## src/rtl/multi8_pkg.sv

```systemverilog
// Shared constants and state type for the multi8 shift-add multiplier.
// Optional signed mode is selected by defining MULTI8_SIGNED_EN.
package multi8_pkg;

  localparam int unsigned W_DEF = 8;
  localparam int unsigned ITER  = W_DEF;
  localparam int unsigned CNT_W = $clog2(W_DEF + 1);

  typedef enum logic [0:0] {
    IDLE = 1'b0,
    RUN  = 1'b1
  } state_e;

endpackage

```

## src/rtl/multi8_datapath.sv

```systemverilog
// Operand registers, shift-add step and result register for multi8.
// With MULTI8_SIGNED_EN defined, magnitudes are multiplied and the result is negated on sign mismatch.
module multi8_datapath #(
  parameter int unsigned W = 8
) (
  input  logic           clk,
  input  logic           rst,
  input  logic           load,
  input  logic           step,
  input  logic           last,
  input  logic [W-1:0]   a,
  input  logic [W-1:0]   b,
  output logic [2*W-1:0] z
);

  logic [2*W-1:0] r_mcand;
  logic [2*W-1:0] r_acc;
  logic [2*W-1:0] r_z;
  logic [W-1:0]   r_mplr;
  logic [2*W-1:0] w_addend;
  logic [2*W-1:0] w_acc_next;
  logic [W-1:0]   w_a_mag;
  logic [W-1:0]   w_b_mag;
  logic [2*W-1:0] w_result;

`ifdef MULTI8_SIGNED_EN
  logic r_neg;

  // The most negative operand maps onto itself, which is its correct unsigned magnitude.
  always_comb begin
    w_a_mag  = a[W-1] ? (~a + 1'b1) : a;
    w_b_mag  = b[W-1] ? (~b + 1'b1) : b;
    w_result = r_neg ? (~w_acc_next + 1'b1) : w_acc_next;
  end

  always_ff @(posedge clk) begin
    if (rst) begin
      r_neg <= 1'b0;
    end else if (load) begin
      r_neg <= a[W-1] ^ b[W-1];
    end
  end
`else
  always_comb begin
    w_a_mag  = a;
    w_b_mag  = b;
    w_result = w_acc_next;
  end
`endif

  // The multiplicand shifts left with each step so it always sits at the current bit weight.
  always_comb begin
    w_addend   = r_mplr[0] ? r_mcand : '0;
    w_acc_next = r_acc + w_addend;
  end

  always_ff @(posedge clk) begin
    if (rst) begin
      r_mcand <= '0;
      r_mplr  <= '0;
      r_acc   <= '0;
      r_z     <= '0;
    end else if (load) begin
      r_mcand <= {{W{1'b0}}, w_a_mag};
      r_mplr  <= w_b_mag;
      r_acc   <= '0;
    end else if (step) begin
      r_acc   <= w_acc_next;
      r_mcand <= r_mcand << 1;
      r_mplr  <= r_mplr >> 1;
      if (last) begin
        r_z <= w_result;
      end
    end
  end

  assign z = r_z;

endmodule

```

## src/rtl/multi8.sv

```systemverilog
// Sequential 8x8 shift-add multiplier with start/busy/done handshake; one partial product per clock.
// Define MULTI8_SIGNED_EN for two's-complement operands and product.
module multi8
  import multi8_pkg::*;
#(
  parameter int unsigned W = W_DEF
) (
  input  logic           clk,
  input  logic           rst,
  input  logic           start,
  input  logic [W-1:0]   a,
  input  logic [W-1:0]   b,
  output logic [2*W-1:0] z,
  output logic           busy,
  output logic           done
);

  state_e           r_state;
  logic [CNT_W-1:0] r_count;
  logic             r_busy;
  logic             r_done;
  logic             w_load;
  logic             w_step;
  logic             w_last;

  always_comb begin
    w_load = (r_state == IDLE) && start;
    w_step = (r_state == RUN);
    w_last = (r_count == CNT_W'(ITER - 1));
  end

  always_ff @(posedge clk) begin
    if (rst) begin
      r_state <= IDLE;
      r_count <= '0;
      r_busy  <= 1'b0;
      r_done  <= 1'b0;
    end else begin
      r_done <= 1'b0;
      unique case (r_state)
        IDLE: begin
          if (start) begin
            r_state <= RUN;
            r_count <= '0;
            r_busy  <= 1'b1;
          end
        end
        RUN: begin
          r_count <= r_count + 1'b1;
          if (w_last) begin
            r_state <= IDLE;
            r_busy  <= 1'b0;
            r_done  <= 1'b1;
          end
        end
        default: r_state <= IDLE;
      endcase
    end
  end

  multi8_datapath #(
    .W (W)
  ) u_datapath (
    .clk  (clk),
    .rst  (rst),
    .load (w_load),
    .step (w_step),
    .last (w_last),
    .a    (a),
    .b    (b),
    .z    (z)
  );

  assign busy = r_busy;
  assign done = r_done;

endmodule

```

## config.mk

```make
export PLATFORM = sky130hd
export DESIGN_NAME = multi8
export DESIGN_NICKNAME = d
export VERILOG_FILES = /design/src/rtl/multi8_pkg.sv /design/src/rtl/multi8_datapath.sv /design/src/rtl/multi8.sv
export SDC_FILE = /design/constraint.sdc
export NUM_CORES = 1
export LEC_CHECK = 0
export CORE_AREA = 8 8 85 87
export DETAILED_ROUTE_END_ITERATION = 8
export DIE_AREA = 0 0 93 95
export PLACE_DENSITY = 0.93
export SETUP_SLACK_MARGIN = 0.15
export SYNTH_ARGS = -nofsm -noshare
export SYNTH_HDL_FRONTEND = slang
export SYNTH_HIERARCHICAL = 1
export SYNTH_SLANG_ARGS = --single-unit
```

## constraint.sdc

```tcl
create_clock -name clk -period 5.3 [get_ports clk]
set_clock_uncertainty 0.2 [all_clocks]
set_input_delay 0.795 -clock clk [delete_from_list [all_inputs] [get_ports clk]]
set_output_delay 0.795 -clock clk [all_outputs]
set_load 0.02 [all_outputs]
```

==> results of run 1 <==
[power by group through the flow]
| stage | logic [µW] | registers (µW) | clock network [µW] |
|---|---|---|---|
| final | 87.1 | 494 | 400 |
| after global routing | 95.9 | 495 | 433 |
| after CTS | 86.8 | 494 | 410 |
| after detailed placement | 86.2 | 504 | 0 |
| after global placement | 82.9 | 504 | 0 |
| after floorplan | 63.8 | 502 | 0 |
[state kept, by name (all words and copies together) (netlist names)]
| signal | flops |
|---|---|
| u_datapath/r_acc | 16 |
| u_datapath/r_mcand | 16 |
| u_datapath/z | 16 |
| u_datapath/r_mplr | 8 |
| r_count | 4 |
| busy | 1 |
| done | 1 |
| r_state | 1 |
[synthesized netlist by cell type, types with 2 or more instances]
library cell and number:
nor2_1 73, dfxtp_1 63, a21oi_1 43, mux2i_1 30, nand2_1 28, ha_1 16, and2_1 15, clkbuf_1 15
o21ai_0 11, nand3_1 10, a211oi_1 9, nand3b_1 8, xnor2_1 7, inv_1 6, nor3_1 6, buf_6 5
nor3b_1 5, nand4b_1 4, xor2_1 4, a211o_1 3, buf_2 3, nand4_1 3, o211ai_1 3, a211oi_2 2
a21boi_0 2, a21o_1 2, a21oi_2 2, clkbuf_8 2
[cell usage in the layout (no fill, tap or decap), drive strengths merged, types with 2 or more instances in the layout]
cell           count
nand4              3
ha                16
a211o              3
a211oi            11
a21o               3
nor3b              5
nand2             28
xnor2              7
nand4b             4
nor2              73
buf                2
o211ai             4
inv                6
a21oi             46
and2              16
clkdlybuf4s50     36
nor3               6
clkinv             4
nand3b             9
a21boi             2
nand3             10
xor2               4
o21ai             13
dfxtp             63
clkbuf            10
mux2i             30
[area by class of cell]
| cell class | count | area, µm² | area share |
|---|---|---|---|
| inverter | 6 | 22.5 | 0.00572 |
| clock buffer | 10 | 128 | 0.0324 |
| timing repair buffer | 38 | 375 | 0.0953 |
| multi-input combinational | 312 | 2000 | 0.507 |
| sequential | 63 | 1260 | 0.320 |
| clock inverter | 6 | 61.3 | 0.0156 |
| tap | 75 | 93.8 | 0.0238 |
[metrics by stage]
stage / worst slack, ns / std cells / area, µm² / util
3_5_place_dp: 2.12 / 494 / 3750 / 0.645
2_1_floorplan: 2.72 / 407 / 3440 / -
4_1_cts: 2.31 / 510 / 3940 / 0.677
5_1_grt: 2.08 / 510 / 3940 / 0.677
3_3_place_gp: 2.23 / 494 / 3750 / 0.645
6_report: 2.25 / 510 / 3940 / 0.677
[kinds of logic after synthesis]
family,after synthesis,share of synthesized area
and+or+nand+nor,164,0.233
adders and majority gates,17,0.0640
AOI/OAI and AO/OA,90,0.168
xor gates and xnor gates,11,0.0280
muxes,30,0.0872
buffers and inverters,32,0.0538
DFF,63,0.366
[worst max path at each step]
stage	startpoint	end	slack (ns)	cells past startpoint
after global routing	u_datapath/r_mplr[0]	u_datapath/z[14]	2.08	9
final	u_datapath/r_mplr[0]	u_datapath/z[14]	2.25	9
after floorplan	u_datapath/r_mplr[0]	u_datapath/z[14]	2.72	10
after detailed placement	start	u_datapath/z[13]	2.12	5
after global placement	start	u_datapath/r_acc[13]	2.23	5
after CTS	u_datapath/r_mplr[0]	u_datapath/z[14]	2.31	9
[worst register-to-register path: cells and delay by family, from the launching register on]
family,cells,cell delay (ns)
adders and majority gates,2,0.64
DFF,1,0.47
AOI/OAI and AO/OA,4,0.91
and+or+nand+nor,3,0.78
[per-layer routing]
| metal | vias up | global-route usage |
|---|---|---|
| met4 | 0 | 0.101 |
| met2 | 132 | 0.304 |
| li1 | 1474 | - |
| met5 | - | 0 |
| met1 | 1403 | 0.222 |
| met3 | 31 | 0.0500 |
==> impl_results.md, run 1 <==
* Outcome: finished clean
* Fillers at 473
* Part of the power in the clock network at 0.408
* Max incr delay on CP at 0.47 ns
* Syn Inst Count at 407
* Sw frac at 0.247
* Hold endpoint: u_datapath/z[6]
* Mapped Area at 3440 µm²
* Root Driver: clkbuf_8
* Routed WL at 8100 µm
* Area contributors post-synth: dfxtp_1 37%, mux2i_1 8.7%, nor2_1 8.0%
* Number of post-CTS setup repair buffers at 0
* Met3 routed WL at 577 µm
* Layout cells sized above 1 at 0.0690
* DIE HEIGHT at 95 µm
* Initial drt markers at 271
* RR Endpoint: u_datapath/z[14]
* Worst-path clk slew at about 0.070 ns
* DRC violations left at 0
* Slew headroom at 0.448
* Leak pwr at between 0.0015 and 0.002 µW
* Slowest CP cell: dfxtp_1
* Vias in the first global route at 2,891
* TritonRoute pass-1 iters at 5
* Largest net degree at the start of global routing at between 60 and 70
* Main synth FF type: dfxtp_1
* DR WL/cell at 15.9 µm
* Final net count at ~470
* Clock tree buffer depth at 2
* Die W at ~93 µm
* Top-area cell type share of the netlist area at 0.366
* CTS HTree Levels at 3
* Crit path kind: flop to flop
* Metal-1 WL at 3410 µm
* Sequential fraction of the synthesis area at 0.366
* Synth-to-Final Area Change at 14.4%
* Area leader, netlist: dfxtp_1
* Synth Warn # at 6
* Top routing layer used: met4
* Via density at 5.96
* Routed wl met2 at 3870 µm
* CP Capture Type: flop
* Antenna diode count at 0
* R2r startpoint: u_datapath/r_mplr[0]
* Post-CTS sizing at 0
* Clk_lat worst skew at 0.34 ns
* GRT Total Usage at 0.187
* Power per cell area at 249 nW/µm²
* Worst Max-Slew Pin Slew at 0.826 ns
* Hold_sp: u_datapath/z[6]
* Comb power frac at 0.089
* Starting Density at 0.592
* Clock sink count at 63
* Endpoints failing hold at 0
* Max-slew violations at 0
* Final setup fails at 0
* Startpoint types: flop
* Delay-heaviest family, CP: compound AO/OA/AOI/OAI gates
* Post-Syn Nets at between 400 and 500
* First-pass GRT wire length at 13,400 µm
* Hold/Removal Path Class: flop to flop
* Total CTS buffers at 9
* Power consumption at 981 µW
* Worst VDD drop at about 0.16 mV
* Post-detailed-route count of antenna-violating nets at 0
* Ys async rst share at 0
* Seq pwr share at 0.504
* Int Power at between 700 and 800 µW
* Critical Path RT at approximately 5.4 ns
* CTS tree: built
* Net Switching at 242 µW
* Grt total ovfl at 0
* Buffers and inverters on the worst path at 0
* Max Cap Violations at 0
* Worst reg2reg path depth at 9
* Reg-to-reg slack, setup at 2.25 ns
* DIE AREA at ~8800 µm²
* PortBufs at 36
* Core outline area at 5820 µm²
* Fin crit share at 0.576
* Crit Path Max Fanout at 17
* Placer Congestion at 0.948
* # IOs at 37
* Hold WS at 0.264 ns
* Post-synth EDFFs at 0
* Synth Area per Inst at about 8.5 µm²
* Hold_buf cts at 0
* Final min period at 3.05 ns
* Detailed placer's ending HPWL at 5690 µm
* Cell variety after synth at between 50 and 60
* Row count at 28
* Vias post-DR at 3,040
* Cells on Worst Hold Path at 2
* Crit path cell chain: and2_1, ha_1, fa_1, a211oi_1, o21ai_1, nand4bb_1, o211ai_2, nor4b_1, a211o_1
* RSZ-0062 raised after global routing: no
* Final TNS setup at 0 ns
* Synthesized flop and latch total at 63
* Antenna violations before repair at 0
* Fmax at 327 MHz
* Crit path arrival time at 3.14 ns
(Power assumes the default switching activity.)
==> run 2, diff against run 1 <==
--- a/config.mk
+++ b/config.mk
@@ -5,10 +5,10 @@
 export SDC_FILE = /design/constraint.sdc
 export NUM_CORES = 1
 export LEC_CHECK = 0
-export CORE_AREA = 8 8 85 87
+export CORE_AREA = 8 8 92 94
 export DETAILED_ROUTE_END_ITERATION = 8
-export DIE_AREA = 0 0 93 95
-export PLACE_DENSITY = 0.93
+export DIE_AREA = 0 0 100 102
+export PLACE_DENSITY = 0.84
 export SETUP_SLACK_MARGIN = 0.15
 export SYNTH_ARGS = -nofsm -noshare
 export SYNTH_HDL_FRONTEND = slang
==> constraint.sdc (replaced) <==
create_clock -name clk -period 2.75 [get_ports clk]
set_clock_uncertainty 0.2 [all_clocks]
set_input_delay 0.4125 -clock clk [delete_from_list [all_inputs] [get_ports clk]]
set_output_delay 0.4125 -clock clk [all_outputs]
set_load 0.02 [all_outputs]
==> run 2 against run 1 <==
  * Sequential share of layout area is 2.2 points lower
  * Power is 100% higher
  * Wire length is 1.1% higher
  * Global-route usage fell by 2.8 points
  * Design area grew 7.6%
  * Sequential power increased by 93%
  * Final cell count increased by 7.1%
  * Count of clock-buffer cells in the layout is the same
  * Worst setup slack worse by 2.0 ns
  * Critical endpoint unchanged
  * Largest power group unchanged
==> impl_results.md, run 2 (synthesized netlist as in run 1, its figures left out) <==
* Outcome: finished clean
* Routed wl met2 at 3940 µm (+1.8%)
* Clock sink count at 63 (unchanged)
* Via density at 5.52 (-7.5%)
* Synth-to-Final Area Change at 23.1%
* Startpoint types: flop
* Power per cell area at 466 nW/µm² (+87%)
* DRC violations left at 0 (unchanged)
* Row count at 31 (+11%)
* Fin crit share at 0.924 (+0.348)
* Critical Path RT at 2.78 ns (-2.60 ns)
* Max-slew violations at 0 (unchanged)
* DIE AREA at 10,200 µm² (+15%)
* TritonRoute pass-1 iters at 4 (-1)
* Endpoints failing hold at 0 (unchanged)
* Fin cells at 546 (+7.1%)
* RSZ-0062 raised after global routing: no
* Int Power at 1520 µW (+110%)
* Met3 routed WL at 448 µm (-22%)
* Final TNS setup at 0 ns (unchanged)
* Delay-heaviest family, CP: compound AO/OA/AOI/OAI gates
* Worst Max-Slew Pin Slew at 0.489 ns (-0.337 ns)
* Detailed placer's ending HPWL at 5590 µm (-1.8%)
* Post-detailed-route count of antenna-violating nets at 0 (unchanged)
* Sw frac at 0.232 (-0.0153)
* PortBufs at 36 (unchanged)
* Die W at 100 µm (+7.5%)
* Vias post-DR at 3,012 (-0.92%)
* Layout cells sized above 1 at 0.136 (+0.0675)
* CP Capture Type: flop
* Worst-path clk slew at 0.07 ns (about the same)
* Most frequent cells in the layout: 73 x nor2_1, 61 x dfxtp_1, 40 x a21oi_1
* Final setup fails at 0 (unchanged)
* Clk_lat worst skew at 0.34 ns (about the same)
* Fmax at 394 MHz (+20%)
* Cells after DPL at 527 (+6.7%)
* Total CTS buffers at 9 (unchanged)
* Core outline area at 7060 µm² (+21%)
* Max incr delay on CP at 0.38 ns (-0.09 ns)
* Largest net degree at the start of global routing at 49 (-25%)
* Antenna violations before repair at 0 (unchanged)
* Slew headroom at 0.674 (+0.227)
* Buffers and inverters on the worst path at 1 (+1)
* Crit Path Max Fanout at 7 (-10)
* Commonest non-fill, non-tap cell in the layout: nor2_1
* Placer Congestion at 0.918 (-3.1%)
* Seq pwr share at 0.482 (-0.022)
* Antenna diode count at 0 (unchanged)
* Crit path arrival time at 2.57 ns (-0.57 ns)
* Starting Density at 0.488 (-0.104)
* Max Cap Violations at 0 (unchanged)
* # IOs at 37 (unchanged)
* Leak pwr at 0.00159 µW (+5.3%)
* Metal-1 WL at 3620 µm (+6.1%)
* Comb power frac at 0.093 (+0.004)
* Crit path kind: flop to flop
* Part of the power in the clock network at 0.426 (+0.018)
* GRT Total Usage at 0.159 (-0.0280)
* Power consumption at 1970 µW (+100%)
* Root Driver: clkbuf_8
* Initial drt markers at 181 (-33%)
* Vias in the first global route at 2,894 (+0.10%)
* Final net count at 480 (+3.0%)
* Crit path cell chain: buf_4, and2_1, ha_1, o21ai_0, o21ai_2, nand4bb_4, o211ai_4, nor4b_2, a211o_1
* Clock tree buffer depth at 2 (unchanged)
* Worst VDD drop at 0.305 mV (+91%)
* Final min period at 2.54 ns (-0.514 ns)
* Top routing layer used: met4
* CTS HTree Levels at 3 (unchanged)
* Fillers at 605 (+28%)
* First-pass GRT wire length at 13,200 µm (-1.0%)
* Net Switching at 457 µW (+89%)
* Hold WS at 0.261 ns (-0.00288 ns)
* CTS tree: built
* Slowest CP cell: ha_1
* Routed WL at 8190 µm (+1.1%)
* DIE HEIGHT at 102 µm (+7.4%)
* Hold/Removal Path Class: flop to flop
* Core Util, Final at 0.600 (-0.0772)
* Grt total ovfl at 0 (unchanged)
* DR WL/cell at 15.0 µm (-5.5%)
run 2: final timing paths:
path	slack (ns)	endpoint	depth (start not counted)	startpoint
hold / removal	0.26	u_datapath/z[10]	2	u_datapath/z[10]
setup reg to reg	0.21	u_datapath/z[14]	9	u_datapath/r_mplr[0]
hold reg to reg	0.26	u_datapath/z[10]	2	u_datapath/z[10]
setup / recovery	0.21	u_datapath/z[14]	9	u_datapath/r_mplr[0]
run 2: final cells by class:
class | count | area (µm²) | share of cell area
repair buffers | 52 | 480 | 0.113
clock buffers | 10 | 128 | 0.0301
multi-input cells | 312 | 2150 | 0.507
inverters | 6 | 22.5 | 0.00531
clock inverters | 4 | 72.6 | 0.0171
flip-flops and latches | 63 | 1260 | 0.298
well taps | 99 | 124 | 0.0292
run 2: routing by layer:
metal	vias up	global-route usage
li1	1497	-
met1	1424	0.192
met2	73	0.261
met3	18	0.0538
met4	0	0.0523
met5	-	0
run 2: timing repair:
item / 4_1_cts / 5_1_grt
setup buffers: 0 / 5
gates resized for setup: 4 / 25
hold buffers: 0 / 0
endpoints found under the setup margin: 2 / 11
pin swaps: 0 / 6
gates cloned: 0 / 0
run 2: worst reg2reg max path: stages (launching register included):
cell and delay [ns]:
dfxtp_2 0.33, buf_4 0.15, and2_1 0.17, ha_1 0.38
o21ai_0 0.18, o21ai_2 0.26, nand4bb_4 0.17, o211ai_4 0.23
nor4b_2 0.08, a211o_1 0.27
run 2: power groups by stage:
stage,combinational [µW],sequential (µW),clock (µW)
after global routing,200,953,900
final,183,951,841
after detailed placement,177,970,0
after CTS,179,950,859
after global placement,172,969,0
after floorplan,123,967,0
run 2: stage by stage:
step           cell area [µm²]  setup WS (ns)
6_report                  4240          0.210
5_1_grt                   4240          0.135
4_1_cts                   4070          0.150
3_5_place_dp              3850         0.0862
3_3_place_gp              3850          0.196
2_1_floorplan             3440          0.169
